--- src/rtl/sram_bus_arbiter.sv ---
`timescale 1ns/1ps
`default_nettype none
// ============================================================================
// Module   : sram_bus_arbiter
// Purpose  : Shares one single-outstanding SRAM-like bus between the IF fetch
//            port and the EX/MEM data port. Requesters use req/addr_ok/data_ok.
//            Each accepted command is latched, then issued on the bus, and the
//            response is routed back to the port that owns it.
//            The data port wins by default. A starvation counter forces a
//            fetch grant after MAX_STARVE data grants made while a fetch waits.
// Revision : 1.0 - initial release
// ----------------------------------------------------------------------------
// Ports
//   clk, rst                 clock (rising edge), async active-low reset
//   inst_req/addr            fetch request (read only)
//   inst_addr_ok/data_ok     fetch accept / data-valid pulses
//   inst_rdata               fetch data, zero unless inst_data_ok
//   data_req/wr/wstrb/addr/wdata  data-port command
//   data_addr_ok/data_ok     data accept / data-valid-or-write-done pulses
//   data_rdata               read data, zero unless data_data_ok
//   bus_req/wr/wstrb/addr/wdata   registered bus command
//   bus_addr_ok/data_ok/rdata     bus accept / response
//   busy                     arbiter not idle
// Optional build macro
//   ARB_PERF_CNT_EN : adds perf_inst_cnt, perf_data_cnt (grant counts) and
//                     perf_wait_cnt (cycles spent waiting for a bus response).
// ============================================================================
module sram_bus_arbiter #(
  parameter int ADDR_W     = 32,
  parameter int DATA_W     = 32,
  parameter int MAX_STARVE = 4
) (
  input  logic                clk,
  input  logic                rst,
  // fetch port
  input  logic                inst_req,
  input  logic [ADDR_W-1:0]   inst_addr,
  output logic                inst_addr_ok,
  output logic                inst_data_ok,
  output logic [DATA_W-1:0]   inst_rdata,
  // data port
  input  logic                data_req,
  input  logic                data_wr,
  input  logic [DATA_W/8-1:0] data_wstrb,
  input  logic [ADDR_W-1:0]   data_addr,
  input  logic [DATA_W-1:0]   data_wdata,
  output logic                data_addr_ok,
  output logic                data_data_ok,
  output logic [DATA_W-1:0]   data_rdata,
  // shared bus
  output logic                bus_req,
  output logic                bus_wr,
  output logic [DATA_W/8-1:0] bus_wstrb,
  output logic [ADDR_W-1:0]   bus_addr,
  output logic [DATA_W-1:0]   bus_wdata,
  input  logic                bus_addr_ok,
  input  logic                bus_data_ok,
  input  logic [DATA_W-1:0]   bus_rdata,
`ifdef ARB_PERF_CNT_EN
  output logic [31:0]         perf_inst_cnt,
  output logic [31:0]         perf_data_cnt,
  output logic [31:0]         perf_wait_cnt,
`endif
  output logic                busy
);

  localparam int STRB_W = DATA_W / 8;
  localparam int CNT_W  = $clog2(MAX_STARVE + 1);

  typedef enum logic [1:0] {
    ST_IDLE  = 2'd0,
    ST_ISSUE = 2'd1,
    ST_WAIT  = 2'd2
  } state_t;

  state_t              state_q,     state_d;
  logic                owner_q,     owner_d;     // 0 = inst, 1 = data
  logic                wr_q,        wr_d;
  logic [STRB_W-1:0]   wstrb_q,     wstrb_d;
  logic [ADDR_W-1:0]   addr_q,      addr_d;
  logic [DATA_W-1:0]   wdata_q,     wdata_d;
  logic [CNT_W-1:0]    starve_cnt_q, starve_cnt_d;
  logic                bus_req_q,   bus_req_d;
  logic                busy_q,      busy_d;

  logic grant_window;
  logic starve_hit;
  logic grant_inst;
  logic grant_data;
  logic resp;

  // Arbitration and next-state logic.
  always_comb begin
    // A grant may happen when idle, or in the very cycle the outstanding
    // response returns so back-to-back commands see no bubble. Reset gates
    // the accept pulses so nothing is acknowledged while rst is asserted.
    grant_window = rst && ((state_q == ST_IDLE) || ((state_q == ST_WAIT) && bus_data_ok));
    starve_hit   = (starve_cnt_q == CNT_W'(MAX_STARVE));
    grant_inst   = grant_window && inst_req && (!data_req || starve_hit);
    grant_data   = grant_window && data_req && !grant_inst;
    resp         = (state_q == ST_WAIT) && bus_data_ok;

    state_d      = state_q;
    owner_d      = owner_q;
    wr_d         = wr_q;
    wstrb_d      = wstrb_q;
    addr_d       = addr_q;
    wdata_d      = wdata_q;
    starve_cnt_d = starve_cnt_q;

    case (state_q)
      ST_IDLE: begin
        if (grant_inst || grant_data) state_d = ST_ISSUE;
      end
      ST_ISSUE: begin
        if (bus_addr_ok) state_d = ST_WAIT;
      end
      ST_WAIT: begin
        if (bus_data_ok) state_d = (grant_inst || grant_data) ? ST_ISSUE : ST_IDLE;
      end
      default: state_d = ST_IDLE;
    endcase

    if (grant_inst) begin
      owner_d = 1'b0;
      wr_d    = 1'b0;
      wstrb_d = '0;
      addr_d  = inst_addr;
      wdata_d = '0;
    end else if (grant_data) begin
      owner_d = 1'b1;
      wr_d    = data_wr;
      wstrb_d = data_wstrb;
      addr_d  = data_addr;
      wdata_d = data_wdata;
    end

    // Count data grants that bypass a waiting fetch; any other grant clears.
    if (grant_data && inst_req) begin
      if (!starve_hit) starve_cnt_d = starve_cnt_q + CNT_W'(1);
    end else if (grant_inst || grant_data) begin
      starve_cnt_d = '0;
    end

    bus_req_d = (state_d == ST_ISSUE);
    busy_d    = (state_d != ST_IDLE);
  end

  always_ff @(posedge clk or negedge rst) begin
    if (!rst) begin
      state_q      <= ST_IDLE;
      owner_q      <= 1'b0;
      wr_q         <= 1'b0;
      wstrb_q      <= '0;
      addr_q       <= '0;
      wdata_q      <= '0;
      starve_cnt_q <= '0;
      bus_req_q    <= 1'b0;
      busy_q       <= 1'b0;
    end else begin
      state_q      <= state_d;
      owner_q      <= owner_d;
      wr_q         <= wr_d;
      wstrb_q      <= wstrb_d;
      addr_q       <= addr_d;
      wdata_q      <= wdata_d;
      starve_cnt_q <= starve_cnt_d;
      bus_req_q    <= bus_req_d;
      busy_q       <= busy_d;
    end
  end

  // Requester-side handshakes are combinational so accept and response
  // pulses land in the same cycle as the grant / bus response.
  assign inst_addr_ok = grant_inst;
  assign data_addr_ok = grant_data;
  assign inst_data_ok = resp && !owner_q;
  assign data_data_ok = resp &&  owner_q;
  assign inst_rdata   = inst_data_ok ? bus_rdata : '0;
  assign data_rdata   = data_data_ok ? bus_rdata : '0;

  // The bus command comes straight from flops, stable for the whole issue.
  assign bus_req   = bus_req_q;
  assign bus_wr    = wr_q;
  assign bus_wstrb = wstrb_q;
  assign bus_addr  = addr_q;
  assign bus_wdata = wdata_q;
  assign busy      = busy_q;

`ifdef ARB_PERF_CNT_EN
  logic [31:0] perf_inst_cnt_q, perf_inst_cnt_d;
  logic [31:0] perf_data_cnt_q, perf_data_cnt_d;
  logic [31:0] perf_wait_cnt_q, perf_wait_cnt_d;

  always_comb begin
    perf_inst_cnt_d = perf_inst_cnt_q + (grant_inst ? 32'd1 : 32'd0);
    perf_data_cnt_d = perf_data_cnt_q + (grant_data ? 32'd1 : 32'd0);
    perf_wait_cnt_d = perf_wait_cnt_q + ((state_q == ST_WAIT) ? 32'd1 : 32'd0);
  end

  always_ff @(posedge clk or negedge rst) begin
    if (!rst) begin
      perf_inst_cnt_q <= '0;
      perf_data_cnt_q <= '0;
      perf_wait_cnt_q <= '0;
    end else begin
      perf_inst_cnt_q <= perf_inst_cnt_d;
      perf_data_cnt_q <= perf_data_cnt_d;
      perf_wait_cnt_q <= perf_wait_cnt_d;
    end
  end

  assign perf_inst_cnt = perf_inst_cnt_q;
  assign perf_data_cnt = perf_data_cnt_q;
  assign perf_wait_cnt = perf_wait_cnt_q;
`endif

endmodule
`default_nettype wire
--- config.mk ---
export PLATFORM = sky130hd
export DESIGN_NAME = sram_bus_arbiter
export DESIGN_NICKNAME = d
export VERILOG_FILES = /design/src/rtl/sram_bus_arbiter.sv
export SDC_FILE = /design/constraint.sdc
export NUM_CORES = 1
export LEC_CHECK = 0
export ABC_AREA = 1
export BUFFER_PORTS_ARGS = -buffer_cell sky130_fd_sc_hd__buf_2
export CORE_AREA = 2 2 108 110
export CTS_CLUSTER_SIZE = 10
export DETAILED_ROUTE_END_ITERATION = 7
export DIE_AREA = 0 0 110 112
export GPL_TIMING_DRIVEN = 0
export PLACE_DENSITY = 0.79
export SETUP_SLACK_MARGIN = 0.3
export SLEW_MARGIN = 25
export SYNTH_ARGS = -nofsm -noshare
export SYNTH_HDL_FRONTEND = slang
export SYNTH_SLANG_ARGS = --single-unit
export TNS_END_PERCENT = 50
--- constraint.sdc ---
create_clock -name clk -period 2.85 [get_ports clk]
set_clock_uncertainty 0.05 [all_clocks]
set_input_delay 0.57 -clock clk [delete_from_list [all_inputs] [get_ports clk]]
set_output_delay 0.57 -clock clk [all_outputs]
set_load 0.02 [all_outputs]
### Word-level counts from Yosys, hierarchy flattened

Cells that the tools add are included.

| storage, ports and cells | value |
|---|---|
| bits in registers | 77 |
| bits of input ports | 139 |
| logic and storage cells | 55 |

| operators by class | value |
|---|---|
| add/sub/neg operators | 1 |
| equal/unequal tests | 5 |
| muxes and demuxes | 20 |
| reductions and logical operators | 20 |

Operator list:

| cell | number |
|---|---|
| two-way mux 32 bit | 6 |
| logical AND 1 bit | 9 |
| two-way mux 3 bit | 3 |
| two-way mux 4 bit | 2 |
| two-way mux 2 bit | 3 |
| one-hot mux 2 bit (3 select lines) | 1 |
| nonzero test 2 bit | 3 |
| two-way mux 1 bit | 5 |
| == test 2 x 1 -> 1 bit, second input constant | 2 |
| adder 3 x 1 -> 3 bit, second input constant | 1 |
| == test 3 bit, second input constant | 1 |
| zero test 1 bit | 3 |
| logical OR 1 bit | 3 |
| == test 2 bit, second input constant | 1 |
| zero test 2 bit | 1 |
| != test 2 bit, second input constant | 1 |
| AND reduction 2 bit | 1 |

### Longest topological paths before layout

Gate-level depths: netlist of the first run.

| depth | value |
|---|---|
| depth after elaboration | 13 |
| gate-level depth with buffers | 11 |

### Worst setup path after synthesis of the first run

OpenSTA, ideal clock, no wires.

| timing | value |
|---|---|
| kind | input -> output |
| from | input bus_data_ok |
| to | output data_rdata[10] |
| arrival | 1671 ps |
| required time | 2230 ps |
| setup slack | 559 ps |
| stages on the path | 7 |
| path buffers | 1 |
| path through | inv_2 > nor2_1 > inv_1 > nor2_1 > inv_1 > buf_2 > nor2_1 |

| between the ends | value |
|---|---|
| cells in the longest elaborated chain, start to end | 3 |

Ends and longest elaborated chain:

| element | RTL line | source |
|---|---|---|
| start, declared | 57 | `input logic bus_data_ok,` |
| logical AND 1 bit | 101 | `resp = (state_q == ST_WAIT) && bus_data_ok;` |
| logical AND 1 bit | 178 | `assign data_data_ok = resp && owner_q;` |
| via data_data_ok | 48 | `output logic data_data_ok,` |
| two-way mux 32 bit | 180 | `assign data_rdata = data_data_ok ? bus_rdata : '0;` |
| end, declared | 49 | `output logic [DATA_W-1:0] data_rdata,` |

The timed path passes the listed nets, and every way through them passes these cells.

### Worst setup path after layout of the first run

| timing | value |
|---|---|
| from | input rst |
| to | output data_addr_ok |

| between the ends | value |
|---|---|
| cells in the longest elaborated chain, start to end | 5 |
| elaborated cells between the ends (all ways) | 6 |
| those cells by class | reduce/logical (6) |

Ends and longest elaborated chain:

| element | RTL line | source |
|---|---|---|
| start, declared | 34 | `input logic rst,` |
| logical AND 1 bit (*) | 97 | `grant_window = rst && ((state_q == ST_IDLE) \|\| ((state_q == ST_WAIT) && bus_data_ok));` |
| logical AND 1 bit (2 in a row) | 99 | `grant_inst = grant_window && inst_req && (!data_req \|\| starve_hit);` |
| zero test 1 bit | 100 | `grant_data = grant_window && data_req && !grant_inst;` |
| logical AND 1 bit (*) | 100 |  |
| end, declared | 47 | `output logic data_addr_ok,` |

Every way passes the cells marked *; elsewhere a longest branch is shown, timed or not.

==> results of run 1 <==
==> metal layers <==
metal	vias up	routed length, um	global-route usage [%]
met5	-	27	0
met4	4	149	4.98
met3	16	1190	6.56
met2	193	7420	41.7
met1	1975	5060	23.6
li1	2146	-	-
==> registers in the layout, indices dropped and copies added, names as in the netlist <==
signal,cells
bus_addr,32
bus_wdata,32
bus_wstrb,4
starve_cnt_q,3
state_q,2
bus_req,1
bus_wr,1
busy,1
owner_q,1
==> worst max-delay path: stages <==
cell and delay (ns):
buf_8 0.23, buf_16 0.22, nand4_2 0.16, nor2_4 0.18, nor2_2 0.06, clkbuf_4 0.18
buf_2 0.18
==> worst max-delay path by stage <==
stage	startpoint	end	slack (ns)
finish	rst	data_addr_ok	0.42
global route	starve_cnt_q[0]	data_addr_ok	0.28
CTS	rst	data_addr_ok	0.27
detailed placement	rst	data_addr_ok	-0.12
global placement	rst	data_addr_ok	-1.06
floorplan	bus_data_ok	data_rdata[10]	0.56
==> Yosys cell counts <==
library cell and n:
a21oi_1 2, buf_2 17, buf_4 5, buf_6 2
clkbuf_1 10, dfrtp_1 77, ha_1 2, inv_1 44
inv_2 2, nand2_1 111, nand2_2 1, nand2_4 1
nand3_1 136, nand4_1 1, nand4_2 1, nand4_4 1
nor2_1 69, nor2_4 1, o21ai_0 2, o21ai_1 1
o22ai_1 1, o31ai_1 1, or2_2 1, xnor2_1 1
==> stage by stage <==
stage          power [mW]  util [%]
2_1_floorplan        3.40         -
3_3_place_gp         4.32      47.9
3_5_place_dp         4.36      48.2
4_1_cts              5.72      51.7
5_1_grt              6.06      52.2
6_report             5.69      52.2
==> final cells by class <==
| type | count | area, sq um | share of cell area (%) |
|---|---|---|---|
| timing repair buffer | 282 | 1500 | 25.7 |
| multi-input combinational | 333 | 1510 | 26.0 |
| tap | 143 | 179 | 3.07 |
| clock buffer | 9 | 225 | 3.86 |
| sequential | 77 | 1930 | 33.0 |
| inverter | 46 | 173 | 2.96 |
| buffer | 34 | 193 | 3.30 |
| clock inverter | 7 | 120 | 2.06 |
==> placed cells by master (no fill, tap or decap), drive strengths merged, types with 3 or more instances in the layout <==
cell type / count
nor2: 70
dfrtp: 77
nand4: 3
bufinv: 3
nand3: 136
clkbuf: 22
o21ai: 3
buf: 302
nand2: 113
inv: 48
==> kinds of logic (layout without fill, tap and decap cells) <==
family | Yosys count | in the layout | share of synthesized area [%]
buffers and inverters | 80 | 378 | 9.39
AND/OR/NAND/NOR | 323 | 323 | 37.8
XOR/XNOR | 1 | 1 | 0.231
AO/OA/AOI/OAI | 7 | 7 | 1.02
adder cells (fa/ha/maj) | 2 | 2 | 0.661
flip-flops | 77 | 77 | 50.9
==> what timing repair did <==
item | in CTS | in global routing
cloned | 1 | 0
pin swaps | 1 | 1
setup buffers | 1 | 2
resized for setup | 4 | 16
endpoints found under the setup margin | 2 | 53
==> power groups by stage <==
stage                     registers [mW]  logic [mW]  clock network, mW
after detailed placement            1.89        2.47                  0
after CTS                           1.89        2.49               1.35
after global placement              1.89        2.43                  0
after floorplan                     2.45       0.947                  0
final                               1.89        2.48               1.32
after global routing                1.95        2.71               1.40
==> results.tsv, run 1 <==
metric	value	unit
viasPerCell	4.66	
antenna_left	0	
slew_viol_final	0	
cts.sinks	77	
root_buffer	clkbuf_16	
syn-cell-area	3790	sq um
final.period_utilization	85.3	%
critPathLaunchType	input port	
synth_cells	490	
antenna_cells	0	
pwr-share-seq	33.2	%
drive_gt1_share	42.4	%
yosys.area.top_type	dfrtp_1	
n_fill_cell	1105	
critical_path_required	2.23	ns
cts_tree	built	
holdWs	0.0404	ns
relSlewSlack	63.3	%
syn_to_final_growth	54.0	%
tns	0	ns
vias	4334	
r2r-start	starve_cnt_q[0]	
numPortBuffers	277	
drc	0	
rsz0062_at_grt	true	
synth_seq_cells	77	
dieArea	12300	sq um
grt_pass1_vias	4070	
final-hold-violation-count	0	
max_clock_freq	0.412	GHz
rows	39	
wirelength	13800	um
drtIter0Drc	237	
syn_avg_cell_area	7.73	sq um
cts_buffer_depth	2	
p_leak	3.55	nW
grt_max_degree	33	
fp.dieW	110	um
place_ws	-0.116	ns
critPathKind	in -> out	
gr-total-overflow	0	
chipHeight	112	um
synth_fp_nets	631	
r2r_cells	8	
switching_power	2.36	mW
dp.cells	911	
rrSetupSlack	1.04	ns
antenna_found_initial	2	
synthDominantCellAreaShare	50.9	%
hold_buffers	0	
arrival	1.81	ns
powerDensity	976	nW/um^2
p_int	3.33	mW
peakVddDrop	0.000508	V
fin_cells	931	
setup_slack	0.420	ns
end_kind	output port	
initial_core_util	33.9	%
ys_seq_area_share	50.9	%
hold_path.class	in -> async	
grt_usage	22.1	%
clkSlewWorstSetupHoldPaths	0.06	ns
clockPowerShare	23.2	%
place_hpwl	10600	um
pin_count	278	
crit_fanout	32	
nets	924	
drv_cap	0	
setup_viol	0	
synth_area_leaders	dfrtp_1 (51%), nand3_1 (18%), nand2_1 (11%)	
synth_cell_type_count	24	
place_congestion	0.807	
min_period	2.43	ns
wl_per_cell	14.9	um
switching_share	41.4	%
comb_power_share	43.6	%
drt_pass1_iterations	4	
clk_latency	0.33	ns
grt_pass1_wl	20700	um
status	complete, no violations	
tightest_slew	0.550	ns
cts_buffers	9	
htree_levels	3	
core-area	11200	sq um
yosysWarnings	0	
design_area	5830	sq um
r2r_end	bus_addr[23]	
place_area	5380	sq um
(Power assumes the default switching activity.)
==> inputs of run 2 (changes only) <==
CORE_AREA = default   (was 2 2 108 110)
CORE_MARGIN = 2   (was default)
CORE_UTILIZATION = 27   (was default)
DIE_AREA = default   (was 0 0 110 112)
PLACE_DENSITY = 0.67   (was 0.79)
==> run 2 against run 1 <==
Die area rose by 22%. Flip-flop and latch count stayed put. Non-clock buffer count is the same. Combinational power barely moved. Hold slack worse by 0.0039 ns. Critical path type is now reg -> out. Largest cell class unchanged.
==> results.tsv, run 2 (synthesized netlist as in run 1, its figures left out) <==
metric	value	unit
status	complete, no violations	
arrival	1.78	ns
drtIter0Drc	149	
clkSlewWorstSetupHoldPaths	0.06	ns
antenna_left	0	
rsz0062_at_grt	false	
critical_path_required	2.23	ns
grt_max_degree	34	
r2r-start	starve_cnt_q[0]	
wl_met2	7630	um
wl_met1	5390	um
critPathKind	reg -> out	
wl_per_cell	14.8	um
chipHeight	122	um
rrSetupSlack	1.04	ns
cts_tree	built	
numPortBuffers	277	
grt_pass1_vias	4180	
clk_latency	0.34	ns
hold_path.class	in -> async	
place_hpwl	10900	um
drive_gt1_share	43.0	%
mostFrequentLayoutCells	buf_2 (283), nand3_1 (136), nand2_1 (111)	
nets	924	
final-hold-violation-count	0	
dp.cells	948	
htree_levels	3	
slew_viol_final	0	
final_common_cell	buf_2	
final.period_utilization	84.1	%
critPathLaunchType	flip-flop	
pin_count	278	
grt_pass1_wl	21200	um
place_ws	0.0143	ns
dieArea	15000	sq um
highest_layer	met5	
tightest_slew	0.552	ns
relSlewSlack	63.2	%
max_clock_freq	0.417	GHz
drc	0	
grt_usage	18.7	%
crit_fanout	10	
root_buffer	clkbuf_16	
end_kind	output port	
utilization	42.6	%
antenna_cells	0	
fin_cells	968	
cts_buffers	9	
r2r_cells	8	
drt_pass1_iterations	4	
peakVddDrop	0.000428	V
r2r_end	bus_addr[28]	
core-area	13800	sq um
place_congestion	0.765	
cts_buffer_depth	2	
syn_to_final_growth	55.0	%
gr-total-overflow	0	
drv_cap	0	
min_period	2.40	ns
wirelength	14300	um
antenna_found_initial	1	
wl_met3	1130	um
cts.sinks	77	
setup_slack	0.453	ns
powerDensity	963	nW/um^2
p_total	5.65	mW
setup_viol	0	
p_leak	3.54	nW
rows	43	
initial_core_util	27.5	%
viasPerCell	4.48	
fp.dieW	122	um
vias	4335	
==> run 2: cell types whose count changed in the layout (fill, tap and decap cells not counted), sizes merged <==
cell	delta
inv	-1
buf	+2
clkinv	+1
clkbuf	-1
bufinv	-1
==> run 2: how the worst max path moves through the flow <==
stage,slack (ns),depth (start not counted),to,startpoint
after CTS,0.27,9,data_rdata[6],state_q[0]
after floorplan,0.56,7,data_rdata[10],bus_data_ok
after detailed placement,0.01,6,data_addr_ok,rst
after global placement,-1.06,5,data_addr_ok,rst
after global routing,0.31,9,data_addr_ok,starve_cnt_q[0]
final,0.45,9,data_rdata[6],state_q[0]
==> run 2: per-stage QoR <==
| stage | instance area, sq um | setup TNS [ns] | hold slack [ns] |
|---|---|---|---|
| after floorplan | 3790 | 0 | 0.224 |
| after global placement | 5400 | -45.76 | 0.439 |
| after detailed placement | 5430 | 0 | 0.429 |
| after CTS | 5840 | 0 | 0.0360 |
| after global routing | 5870 | 0 | 0.0464 |
| final | 5870 | 0 | 0.0365 |
==> run 2: final cells by class <==
cell class / count / area [sq um]
well taps: 180 / 225
multi-input cells: 333 / 1520
fillers: 1455 / 7910
plain buffers: 34 / 196
clock buffers: 10 / 239
repair buffers: 282 / 1490
flip-flops and latches: 77 / 1930
inverters: 46 / 173
clock inverters: 6 / 93.8
==> run 2: worst max-delay path, stage by stage, from the launching register on <==
cell and delay [ns]:
dfrtp_1 0.40, inv_2 0.07, nand2_1 0.07, nor2_2 0.11
inv_1 0.09, nor2_2 0.15, inv_2 0.08, buf_2 0.18
nor2_1 0.11, buf_2 0.17
==> run 2: layer usage <==
metal | track usage (%) | vias to the layer above
met5 | 0 | -
met1 | 20.0 | 1997
met3 | 4.79 | 14
met2 | 35.5 | 175
met4 | 6.25 | 2
li1 | - | 2147
==> run 2: where the power goes <==
part	internal, mW	switching, mW
combinational	0.884	1.61
clock	0.797	0.487
sequential	1.59	0.274
total	3.27	2.37
==> run 2: repair_timing <==
item	4_1_cts	5_1_grt
setup buffers	2	1
hold buffers	0	0
endpoints found under the setup margin	49	61
gates cloned	1	0
pin swaps	2	1
resized for setup	11	11
